--- config.mk ---
export PLATFORM = sky130hd
export DESIGN_NAME = controlador_matriz_multicanal
export DESIGN_NICKNAME = d
export VERILOG_FILES = /design/src/rtl/controlador_matriz_multicanal.sv
export SDC_FILE = /design/constraint.sdc
export NUM_CORES = 1
export LEC_CHECK = 0
export ABC_AREA = 1
export BUFFER_PORTS_ARGS = -buffer_cell sky130_fd_sc_hd__buf_2
export CAP_MARGIN = 40
export CORE_ASPECT_RATIO = 0.8
export CORE_UTILIZATION = 45
export DETAILED_ROUTE_END_ITERATION = 8
export SYNTH_ARGS = -nofsm -noshare
export SYNTH_HDL_FRONTEND = slang
export SYNTH_SLANG_ARGS = --single-unit
--- constraint.sdc ---
create_clock -name clk -period 2.5 [get_ports clk]
set_clock_uncertainty 0.05 [all_clocks]
set_input_delay 0.5 -clock clk [delete_from_list [all_inputs] [get_ports clk]]
set_output_delay 0.5 -clock clk [all_outputs]
set_load 0.005 [all_outputs]
--- src/rtl/controlador_matriz_multicanal.sv ---
// Multiplexed bar-graph LED matrix driver: one column per channel, scanned with a
// blanking slot at the start of each column, frame-synchronous level updates and blinking alarms.
module controlador_matriz_multicanal #(
    parameter int NUM_LINHAS    = 7,
    parameter int NUM_COLUNAS   = 4,
    parameter int NIVEL_W       = 3,
    parameter int SCAN_DIV      = 1000,
    parameter int PISCA_QUADROS = 64
) (
    input  logic                           clk,
    input  logic                           reset,
    input  logic                           habilita,
    input  logic [NUM_COLUNAS*NIVEL_W-1:0] niveis,
    input  logic                           atualiza,
    input  logic [NIVEL_W-1:0]             limiar_critico,
    output logic [NUM_LINHAS-1:0]          linhas_matriz,
    output logic [NUM_COLUNAS-1:0]         colunas_matriz,
    output logic                           quadro_fim
);

    localparam int DIV_W = (SCAN_DIV > 1) ? $clog2(SCAN_DIV) : 1;
    localparam int COL_W = (NUM_COLUNAS > 1) ? $clog2(NUM_COLUNAS) : 1;
    localparam int QDR_W = (PISCA_QUADROS > 1) ? $clog2(PISCA_QUADROS) : 1;

    localparam logic [DIV_W-1:0] DIV_MAX = DIV_W'(SCAN_DIV - 1);
    localparam logic [COL_W-1:0] COL_MAX = COL_W'(NUM_COLUNAS - 1);
    localparam logic [QDR_W-1:0] QDR_MAX = QDR_W'(PISCA_QUADROS - 1);

    logic [DIV_W-1:0]             r_div;
    logic [COL_W-1:0]             r_col;
    logic [QDR_W-1:0]             r_quadros;
    logic                         r_fase;
    logic                         r_pend_flag;
    logic [NUM_COLUNAS*NIVEL_W-1:0] r_pend;
    logic [NUM_COLUNAS*NIVEL_W-1:0] r_exib;

    logic                  w_fim_slot;
    logic                  w_wrap;
    logic [NIVEL_W-1:0]    w_nivel;
    logic                  w_critico;
    int                    w_acesas;
    logic [NUM_LINHAS-1:0] w_barra;

    assign w_fim_slot = (r_div == DIV_MAX);
    assign w_wrap     = habilita && w_fim_slot && (r_col == COL_MAX);

    always_comb begin
        w_nivel = '0;
        for (int c = 0; c < NUM_COLUNAS; c++) begin
            if (r_col == COL_W'(c)) begin
                w_nivel = r_exib[c*NIVEL_W +: NIVEL_W];
            end
        end
    end

    // Bottom row is the MSB, so a bar of n lit rows clears the top n bit positions.
    always_comb begin
        w_acesas = (int'(w_nivel) > NUM_LINHAS) ? NUM_LINHAS : int'(w_nivel);
        w_barra  = '1;
        for (int r = 0; r < NUM_LINHAS; r++) begin
            if (r >= NUM_LINHAS - w_acesas) begin
                w_barra[r] = 1'b0;
            end
        end
    end

    assign w_critico = r_fase && (w_nivel < limiar_critico);

    always_ff @(posedge clk) begin
        if (reset) begin
            r_div       <= '0;
            r_col       <= '0;
            r_quadros   <= '0;
            r_fase      <= 1'b0;
            r_pend_flag <= 1'b0;
            r_pend      <= '0;
            r_exib      <= '0;
        end else begin
            if (atualiza) begin
                r_pend      <= niveis;
                r_pend_flag <= 1'b1;
            end
            if (habilita) begin
                if (w_fim_slot) begin
                    r_div <= '0;
                    r_col <= (r_col == COL_MAX) ? '0 : r_col + 1'b1;
                end else begin
                    r_div <= r_div + 1'b1;
                end
            end
            // A strobe landing on the wrap itself bypasses the buffer so it is not lost for a frame.
            if (w_wrap) begin
                if (atualiza) begin
                    r_exib <= niveis;
                end else if (r_pend_flag) begin
                    r_exib <= r_pend;
                end
                r_pend_flag <= 1'b0;
                if (r_quadros == QDR_MAX) begin
                    r_quadros <= '0;
                    r_fase    <= ~r_fase;
                end else begin
                    r_quadros <= r_quadros + 1'b1;
                end
            end
        end
    end

    always_ff @(posedge clk) begin
        if (reset || !habilita) begin
            colunas_matriz <= '0;
            linhas_matriz  <= '1;
            quadro_fim     <= 1'b0;
        end else begin
            quadro_fim <= w_wrap;
            if (r_div == '0) begin
                colunas_matriz <= '0;
                linhas_matriz  <= '1;
            end else begin
                colunas_matriz <= NUM_COLUNAS'(1) << r_col;
                linhas_matriz  <= w_critico ? '1 : w_barra;
            end
        end
    end

endmodule
# Word-level counts from Yosys, hierarchy flattened
# Cells that the tools add are included.
# totals
register_bits,56
input_bits,19
output_inout_bits,12
word_cells,59
# classes
addsub,4
order_cmp,8
eq_ne,5
n_shift,1
muxes,16
bitwise,1
reduce_logical,14
# op_table
operator,n
12-bit 2-to-1 mux,2
"4-bit >= comparator, first input constant",3
3-bit 2-to-1 mux,4
"10-bit by 1-bit adder with 10-bit output, second input constant",1
"10-bit equality test, second input constant",1
10-bit logical NOT,1
10-bit 2-to-1 mux,1
"3-bit by 4-bit >= comparator with 1-bit output, first input constant",2
1-bit 2-to-1 mux,7
"6-bit by 1-bit adder with 6-bit output, second input constant",1
"6-bit equality test, second input constant",1
6-bit 2-to-1 mux,1
2-bit AND reduction,3
"2-bit equality test, second input constant",2
"1-bit by 4-bit >= comparator with 1-bit output, first input constant",1
"2-bit by 4-bit >= comparator with 1-bit output, first input constant",1
2-bit OR reduction,2
"1-bit by 2-bit left shift with 4-bit output, first input constant",1
"3-bit by 3-bit subtractor with 4-bit output, first input constant",1
1-bit logical AND,3
3-bit less-than comparator,1
3-bit OR reduction,1
"2-bit by 1-bit adder with 2-bit output, second input constant",1
"2-bit by 1-bit equality test with 1-bit output, second input constant",1
6 further kinds,6

# Longest topological paths before layout
# Gate-level depths: netlist (run 1).
# logic_depth
depth_word,8
depth_mapped,13

# Worst setup path after synthesis (run 1)
# OpenSTA, ideal clock, no wires.
# synth_timing
path_kind,reg-to-reg
from,register r_col[0]
to,register linhas_matriz[2]
arrival_time_ns,1.784
t_required_ns,2.387
slack_ns,0.603
stages_incl_launch_ff,12
n_path_buf,0
synth_period_minus_slack_ns,1.897
path_cell_list,dfxtp_1 > inv_1 > ha_1 > inv_1 > nor2_1 > nor2_1 > nand2_1 > nand2_1 > ha_1 > a211oi_1 > nand2_1 > nand3_1
# synth_between
elab_chain_cells,8
elab_cells_between_ends,14
cone_classes,add/sub: 1; order compare: 2; eq/ne: 3; mux: 5; reduce/logical: 3
# synth_lines
item,line_no,rtl
"start, declared",30,logic [COL_W-1:0] r_col;
"start signal, assigned",86,r_col <= (r_col == COL_MAX) ? '0 : r_col + 1'b1;
2-bit logical NOT,50,if (r_col == COL_W'(c)) begin
3-bit 2-to-1 mux (3 in a row),50,
3-bit 2-to-1 mux *,50,
3-bit by 3-bit subtractor with 4-bit output or 3-bit less-than comparator (tied branches),"61, 67",
3-bit by 4-bit >= comparator with 1-bit output or 1-bit logical AND (tied branches),"61, 67",
1-bit 2-to-1 mux or 3-bit OR reduction (tied branches),-,
"end signal, assigned",121,linhas_matriz <= w_critico ? '1 : w_barra;
"end, declared",16,"output logic [NUM_LINHAS-1:0] linhas_matriz,"
# Mark *: on every way between the ends. The rest lies on a longest branch, timed or not.
# A chain may end at the register's enable or synchronous reset.

# Worst setup path in the final report (run 1)
# Same ends and word-level chain as after synthesis.

==> results of run 1 <==
[through the flow]
stage | hold WS, ns | power (mW) | worst slack, ns | std cells | cell area, um2
6_report | 0.386 | 1.54 | 0.307 | 437 | 2820
5_1_grt | 0.412 | 1.61 | 0.113 | 437 | 2820
4_1_cts | 0.386 | 1.55 | 0.310 | 437 | 2820
3_5_place_dp | 0.414 | 1.03 | 0.350 | 429 | 2730
3_3_place_gp | 0.408 | 1.03 | 0.445 | 429 | 2730
2_1_floorplan | 0.390 | 0.999 | 0.603 | 329 | 2530
[flip-flops by register name, indices dropped and copies added (netlist names)]
| name | flops |
|---|---|
| r_pend_flag | 1 |
| colunas_matriz | 4 |
| r_fase | 1 |
| r_exib | 12 |
| r_div | 10 |
| r_pend | 12 |
| r_quadros | 6 |
| quadro_fim | 1 |
| r_col | 2 |
| linhas_matriz | 7 |
[area by class of cell]
type,count,area [um2],area share [%]
inverters,35,131,4.65
repair buffers,31,158,5.59
flip-flops and latches,56,1120,39.7
multi-input cells,229,1220,43.2
clock buffers,5,68.8,2.44
well taps,78,97.6,3.46
clock inverters,3,26.3,0.931
[layer usage]
metal | GRT usage (%) | up-vias | wire (um)
met1 | 24.8 | 908 | 2510
met4 | 5.56 | 0 | 60
li1 | - | 1102 | -
met2 | 27.1 | 41 | 1860
met5 | 0 | - | 0
met3 | 3.83 | 6 | 211
[tightest hold or removal path, stage by stage]
cell and delay (ns):
buf_2 0.07, mux2i_1 0.07, nor2_1 0.08
[report_power, final]
| group | switching (mW) | internal (mW) |
|---|---|---|
| combinational | 0.0584 | 0.0360 |
| clock | 0.322 | 0.207 |
| sequential | 0.00606 | 0.908 |
[layout by cell type (no fill, tap or decap), types with 9 or more instances in the layout]
cell,instances
dfxtp_1,56
nand2_1,61
ha_1,9
a21oi_1,14
nor2_1,57
mux2i_1,12
buf_2,30
nand3_1,32
nor2_2,11
inv_1,34
[cell families (layout without fill, tap and decap cells)]
kind of cell               after synthesis  count (layout)
and+or+nand+nor                        177             177
DFF                                     56              56
buffers and inverters                   44              74
AOI/OAI and AO/OA                       28              28
muxes                                   12              12
adders and majority gates                9               9
xor gates and xnor gates                 3               3
[path summary, 6_finish.rpt]
check	from	end	slack, ns	cells past startpoint
hold / removal	niveis[9]	r_pend[9]$_SDFFE_PP0P_	0.39	3
hold reg to reg	r_fase$_SDFFE_PP0P_	r_fase$_SDFFE_PP0P_	0.43	2
setup / recovery	r_col[0]$_SDFFE_PP0P_	linhas_matriz[2]$_SDFF_PP1_	0.31	11
setup reg to reg	r_col[0]$_SDFFE_PP0P_	linhas_matriz[2]$_SDFF_PP1_	0.31	11
==> flow_metrics.tcl, run 1 <==
set metrics [dict create \
    path_common_cell "nand2_1" \
    drt-pass1-iter-count 6 \
    start_util_pct 46.6 \
    outcome "finished with violations" \
    core_mm2 0.00544 \
    post_cts_buffers 0 \
    rows 24 \
    nFillCells 551 \
    dieArea_mm2 0.00594 \
    final.setup.tns_ns 0 \
    synth_simple_gate_area_share_pct 31.2 \
    async_flop_share_pct 0 \
    routed_via_density 4.71 \
    grt_pass1_vias 1936 \
    drt_wl_total_um 4650 \
    cts_tree "built" \
    synth_commonest_cells "nand2_1 (61), nor2_1 (57), dfxtp_1 (56)" \
    ys_types 28 \
    overflow 0 \
    period_minus_slack_ns 2.19 \
    synth_most_common_cell "nand2_1" \
    finalHoldViolations 0 \
    antenna_cells 0 \
    synth_area_leader_cell "dfxtp_1" \
    rsz0062_at_grt "false" \
    cts_resized 0 \
    syn_area_per_cell_um2 7.70 \
    cp_data_required_time_ns 2.71 \
    yosysSeqAreaShare_pct 44.2 \
    syn_area_mm2 0.00253 \
    syn_nets 357 \
    htree_levels 2 \
    crit_buf_inv 2 \
    synth_adder_area_share_pct 4.44 \
    drc 1 \
    leakagePower_nw 1.31 \
    drive_above_1_share_pct 17.0 \
    ys_warn_count 0 \
    final.period_utilization_pct 87.7 \
    max_freq_mhz 456 \
    crit_family "simple AND/OR/NAND/NOR gates" \
    netlist.area_leader.share_pct 44.2 \
    clock_tree.root_cell "clkbuf_8" \
    cts.clk_slew.worst_paths_ns 0.11 \
    cpMaxStageDelayCell "dfxtp_1" \
    synth_top_flop_cell "dfxtp_1" \
    fin_nets 386 \
    slowest_delay_ns 0.45 \
    setup_viol 0 \
    clk_latency_ns 0.32 \
    synth_enable_flop_cells 0 \
    syn_inst 329 \
    p_per_area_mw_per_mm2 545 \
    dieWidth_um 85.9 \
    synth_xor_area_share_pct 1.04 \
    io_buffers 30 \
    synth_top_family_by_area "simple AND/OR/NAND/NOR gates" \
    grt_max_degree 23 \
    synthTopCellsByArea "dfxtp_1 (44%), nand2_1 (9.0%), nor2_1 (8.4%)" \
    hp-class "primary input to flip-flop" \
    place_congestion 0.778 \
    muxShareOfSynthArea_pct 4.74 \
    ys_seq_elements 56 \
    vias 2057 \
    ios 31 \
    crit_chain "inv_1 -> ha_1 -> inv_1 -> nor2_1 -> nor2_1 -> nand2_1 -> nand2_1 -> ha_1 -> a211oi_1 -> nand2_1 -> nand3_1" \
    slew_violations 0 \
    violations "design-rule violations" \
    cts_made_buffers 5 \
    wire_per_inst_um 10.6 \
    path_max_fanout 7 \
    clock_path_buffers 2 \
    die_h_um 69.1 \
    crit_arrival_ns 2.40 \
    cts.sinks 56 \
    track_usage_pct 17.7 \
    ir_drop_v 0.000330 \
    postLayoutCoreUtil_pct 51.9 \
    ant_nets 0 \
    maxCapViolCount 0 \
    worstMarginPinSlew_ns 0.411 \
    synth_compound_area_share_pct 6.77 \
    antenna_found_initial 0 \
    area_growth_syn_to_layout_pct 11.4 \
    cts_hold_buf 0 \
    grt_pass1_wl_um 8520 \
    critPathKind "flip-flop to flip-flop" \
    cp-start-kind "flip-flop" \
    cp-end-kind "flip-flop" \
    dp_hpwl_um 3550 \
    first_iter_violations 94 \
    slew_headroom_pct 72.6 \
]
(Power assumes the default switching activity.)
==> run 2: changes to the inputs <==
ABC_AREA = not set   (was 1)
==> flow_metrics.tcl, run 2 <==
set metrics [dict create \
    outcome "finished with violations" \
    violations "design-rule violations" \
    netlist.area_leader.share_pct 46.3 \
    core_mm2 0.00509 \
    rsz0062_at_grt "false" \
    cp_data_required_time_ns 2.62 \
    grt_max_degree 25 \
    place_congestion 0.830 \
    ys_types 42 \
    use_met3_pct 4.52 \
    antenna_found_initial 0 \
    area_growth_syn_to_layout_pct 12.6 \
    synth_most_common_cell "dfxtp_1" \
    largestRegisters "r_exib (12), r_pend (12), r_div (10)" \
    power_frac_comb_pct 5.5 \
    grtUsageMet2_pct 25.2 \
    synth_compound_area_share_pct 9.15 \
    start_util_pct 47.5 \
    crit_family "compound AO/OA/AOI/OAI gates" \
    path_max_fanout 7 \
    final.setup.tns_ns 0 \
    grt-busiest-layer "met1" \
    drt_wl_total_um 4570 \
    synth_enable_flop_cells 0 \
    finalHoldViolations 0 \
    vias 1834 \
    async_flop_share_pct 0 \
    ant_nets 0 \
    cts.clk_slew.worst_paths_ns 0.09 \
    fin_nets 323 \
    grt.met1_usage_pct 26.1 \
    place_ws_ns -0.0455 \
    synth_commonest_cells "dfxtp_1 (56), nor2_1 (34), nand2_1 (23)" \
    synthTopCellsByArea "dfxtp_1 (46%), mux2i_1 (6.2%), nor2_1 (5.3%)" \
    die_h_um 67.6 \
    yosysSeqAreaShare_pct 46.3 \
    cts.sinks 56 \
    dieArea_mm2 0.00568 \
    critPathKind "flip-flop to flip-flop" \
    worstMarginPinSlew_ns 0.462 \
    htree_levels 2 \
    p_int_mw 1.17 \
    nFillCells 483 \
    clk_latency_ns 0.30 \
    overflow 0 \
    setup_viol 0 \
    first_iter_violations 75 \
    antenna_cells 0 \
    synth_top_flop_cell "dfxtp_1" \
    drive_above_1_share_pct 17.6 \
    leakagePower_nw 1.09 \
    cpMaxStageDelayCell "dfxtp_2" \
    final.period_utilization_pct 90.4 \
    ys_warn_count 0 \
    period_minus_slack_ns 2.26 \
    cp-start-kind "flip-flop" \
    cp-end-kind "flip-flop" \
    maxCapViolCount 0 \
    synth_xor_area_share_pct 3.62 \
    dieWidth_um 84.0 \
    dp_hpwl_um 3260 \
    netSwitchingPower_mw 0.321 \
    cts_made_buffers 5 \
    cts_tree "built" \
    fin_area_mm2 0.00273 \
    ir_drop_v 0.000347 \
    seq_power_share_pct 61.3 \
    dpl_cell_area_mm2 0.00262 \
    syn_nets 293 \
    drt-pass1-iter-count 6 \
    swShare_pct 21.5 \
    slew_violations 0 \
    routed_via_density 5.12 \
    mostFrequentLayoutCells "dfxtp_1 (54), nor2_1 (34), buf_2 (30), nand2_1 (23), mux2i_1 (15)" \
    synth_simple_gate_area_share_pct 25.9 \
    track_usage_pct 17.9 \
    syn_area_mm2 0.00242 \
    wire_per_inst_um 12.8 \
    muxShareOfSynthArea_pct 6.20 \
    syn_area_per_cell_um2 9.14 \
    ys_seq_elements 56 \
    final_common_cell "dfxtp_1" \
    crit_arrival_ns 2.38 \
    io_buffers 30 \
    grt_pass1_vias 1685 \
    synth_area_leader_cell "dfxtp_1" \
    cts_hold_buf 0 \
    rows 23 \
    crit_chain "inv_1 -> ha_1 -> a211oi_1 -> a211o_1 -> inv_1 -> ha_1 -> nand3b_1 -> and4b_1 -> o21ai_2 -> nand4_1" \
    clock_tree.root_cell "clkbuf_8" \
    drc 8 \
    p_per_area_mw_per_mm2 547 \
    synth_top_family_by_area "simple AND/OR/NAND/NOR gates" \
    ios 31 \
    hp-class "flip-flop to flip-flop" \
    grt_pass1_wl_um 7890 \
    synth_adder_area_share_pct 4.65 \
    slew_headroom_pct 69.0 \
    max_freq_mhz 443 \
    slowest_delay_ns 0.39 \
    setup_ws_ns 0.241 \
    clkPwrFrac_pct 33.2 \
    postLayoutCoreUtil_pct 53.5 \
    clock_path_buffers 2 \
    syn_inst 265 \
    crit_buf_inv 2 \
]
==> run 2: final timing paths <==
check	end	slack, ns	cells after the start	startpoint
hold reg to reg	r_exib[0]$_SDFFE_PP0P_	0.43	2	r_exib[0]$_SDFFE_PP0P_
hold / removal	r_exib[0]$_SDFFE_PP0P_	0.43	2	r_exib[0]$_SDFFE_PP0P_
setup reg to reg	linhas_matriz[0]$_SDFF_PP1_	0.24	10	r_col[1]$_SDFFE_PP0P_
setup / recovery	linhas_matriz[0]$_SDFF_PP1_	0.24	10	r_col[1]$_SDFFE_PP0P_
==> run 2: what timing repair did <==
item                       CTS  global route
gates resized for setup      1             3
setup endpoints to repair    7             7
buffers inserted             0             1
pin swaps                    0             1
==> run 2: routing by layer <==
metal	routed length (um)	vias to the layer above
li1	-	976
met1	2590	814
met2	1720	40
met3	220	4
met4	38	0
met5	0	-
==> run 2: logic make-up after synthesis <==
group,Yosys count
AND/OR/NAND/NOR,117
flip-flops,56
AO/OA/AOI/OAI,35
buffers and inverters,23
multiplexers,15
XOR/XNOR,10
adder cells (fa/ha/maj),9
==> run 2: area by class of cell <==
class,instances,area (um2),share of cell area (%)
Multi-Input combinational cell,186,1210,44.2
Timing Repair Buffer,35,188,6.88
Tap cell,62,77.6,2.85
Inverter,11,41.3,1.51
Sequential cell,56,1120,41.2
Clock buffer,8,90.1,3.30
==> run 2: tightest hold or removal path, delay by kind of cell, from the launching register on <==
kind,cells,cell delay (ns)
flip-flops,1,0.31
AO/OA/AOI/OAI,1,0.06
AND/OR/NAND/NOR,1,0.05
==> run 2: power groups by stage <==
stage	sequential, mW	combinational, mW	clock (mW)
floorplan	0.935	0.0571	0
global placement	0.936	0.0806	0
detailed placement	0.936	0.0817	0
CTS	0.915	0.0824	0.517
global route	0.917	0.0927	0.555
finish	0.915	0.0815	0.496
==> run 2: per-stage QoR <==
| step | std cells | power, mW | hold WS (ns) |
|---|---|---|---|
| floorplan | 265 | 0.992 | 0.394 |
| global placement | 349 | 1.02 | 0.417 |
| detailed placement | 349 | 1.02 | 0.421 |
| CTS | 357 | 1.51 | 0.418 |
| global route | 358 | 1.56 | 0.449 |
| finish | 358 | 1.49 | 0.425 |
==> run 3: changes to the inputs <==
clock period = 2.9 ns   (was 2.5 ns; I/O delays follow)
==> flow_metrics.tcl, run 3 (synthesis gave the netlist of run 2 again) <==
set metrics [dict create \
    leakagePower_nw 1.06 \
    r2r-start "r_col[0]$_SDFFE_PP0P_" \
    cts.sinks 56 \
    ant_nets 0 \
    vias 1797 \
    ir_drop_v 0.000314 \
    violations "design-rule violations" \
    slowest_delay_ns 0.45 \
    path_max_fanout 7 \
    cp_data_required_time_ns 3.02 \
    drt_wl_total_um 4510 \
    dp_cells 346 \
    crit_arrival_ns 2.68 \
    max_freq_mhz 391 \
    track_usage_pct 17.7 \
    finalHoldViolations 0 \
    die_h_um 67.6 \
    place_congestion 0.808 \
    dp_hpwl_um 3220 \
    dieArea_mm2 0.00568 \
    p_per_area_mw_per_mm2 472 \
    seqCellArea_mm2 0.00112 \
    cts.clk_slew.worst_paths_ns 0.09 \
    fin_nets 319 \
    power_frac_comb_pct 5.5 \
    dieWidth_um 84.0 \
    cpMaxStageDelayCell "dfxtp_1" \
    rsz0062_at_grt "false" \
    htree_levels 2 \
    final_common_cell "dfxtp_1" \
    finalPower_mw 1.27 \
    cp-start-kind "flip-flop" \
    overflow 0 \
    path_common_cell "ha_1" \
    crit_family "adder cells" \
    slew_violations 0 \
    drive_above_1_share_pct 15.5 \
    clkPwrFrac_pct 32.1 \
    clk_latency_ns 0.30 \
    mostFrequentLayoutCells "dfxtp_1 (56), nor2_1 (34), buf_2 (30), nand2_1 (23), mux2i_1 (15)" \
    slew_headroom_pct 56.2 \
    first_iter_violations 47 \
    dpl_cell_area_mm2 0.00260 \
    multi_input_comb_area_mm2 0.00120 \
    final.period_utilization_pct 88.1 \
    largestRegisters "r_exib (12), r_pend (12), r_div (10)" \
    antenna_found_initial 0 \
    area_growth_syn_to_layout_pct 10.6 \
    swShare_pct 22.7 \
    rows 23 \
    p_int_mw 0.978 \
    setup.worst_path.start "r_col[0]$_SDFFE_PP0P_" \
    nFillCells 492 \
    cts_hold_buf 0 \
    grt_max_degree 40 \
    final.setup.tns_ns 0 \
    hp-class "flip-flop to flip-flop" \
    maxCapViolCount 0 \
    ios 31 \
    outcome "finished with violations" \
    hp-start "r_exib[0]$_SDFFE_PP0P_" \
    clock_path_buffers 2 \
    grt_pass1_wl_um 7890 \
    cts_resized 0 \
    drt-pass1-iter-count 6 \
    whs_ns 0.437 \
    cts_tree "built" \
    io_buffers 30 \
    setup_viol 0 \
    postLayoutCoreUtil_pct 52.6 \
    drc 8 \
    place_ws_ns 0.361 \
    clock_tree.root_cell "clkbuf_8" \
    antenna_cells 0 \
    grt_pass1_vias 1640 \
    post_cts_buffers 0 \
    setup_ws_ns 0.345 \
    crit_chain "inv_1 -> ha_1 -> a21oi_1 -> a221o_1 -> nand2_1 -> ha_1 -> nand3b_1 -> and4b_1 -> o21ai_1 -> nand4_1" \
    seq_power_share_pct 62.4 \
    fin_area_mm2 0.00268 \
    period_minus_slack_ns 2.55 \
    cp-end-kind "flip-flop" \
    crit_buf_inv 1 \
    worstMarginPinSlew_ns 0.657 \
    netSwitchingPower_mw 0.287 \
    core_mm2 0.00509 \
    cts_made_buffers 5 \
    wire_per_inst_um 12.8 \
    instances_no_fill 353 \
    start_util_pct 47.5 \
    critPathKind "flip-flop to flip-flop" \
    routed_via_density 5.09 \
]
-- run 3: cell types whose count changed in the layout (fill, tap and decap cells not counted), sizes merged --
cell | before | now
buf | 35 | 31
clkinvlp | 0 | 1
clkinv | 0 | 1
clkbuf | 8 | 5
-- run 3: final timing paths --
| path | endpoint | slack, ns | cells past startpoint |
|---|---|---|---|
| worst max-delay path | linhas_matriz[0]$_SDFF_PP1_ | 0.35 | 10 |
| worst max register to register | linhas_matriz[0]$_SDFF_PP1_ | 0.35 | 10 |
| worst min-delay path | r_exib[0]$_SDFFE_PP0P_ | 0.44 | 2 |
| worst min register to register | r_exib[0]$_SDFFE_PP0P_ | 0.44 | 2 |
-- run 3: power groups by stage --
stage | Combinational [mW] | Clock (mW) | Sequential [mW]
final | 0.0697 | 0.406 | 0.790
after global routing | 0.0784 | 0.452 | 0.791
after CTS | 0.0707 | 0.416 | 0.789
after detailed placement | 0.0701 | 0 | 0.807
after global placement | 0.0692 | 0 | 0.807
after floorplan | 0.0493 | 0 | 0.806
-- run 3: metal layers --
| metal | global-route usage (%) | vias to the layer above | part of all wire (%) |
|---|---|---|---|
| li1 | - | 966 | - |
| met1 | 25.7 | 792 | 55 |
| met2 | 25.1 | 34 | 39 |
| met3 | 5.50 | 5 | 5.1 |
| met4 | 5.17 | 0 | 0.98 |
| met5 | 0 | - | 0 |
-- run 3: cell type report --
class	instances	area share, %
Timing Repair Buffer	31	5.89
Inverter	11	1.54
Sequential cell	56	41.8
Tap cell	62	2.90
Multi-Input combinational cell	186	44.8
Clock buffer	5	2.57
Clock inverter	2	0.467
-- run 3: worst reg2reg max path, cell delays in order (launching register included) --
cell and delay, ns:
dfxtp_1 0.45, inv_1 0.13, ha_1 0.27, a21oi_1 0.15, a221o_1 0.18, nand2_1 0.16, ha_1 0.37, nand3b_1 0.07
and4b_1 0.18, o21ai_1 0.25, nand4_1 0.15
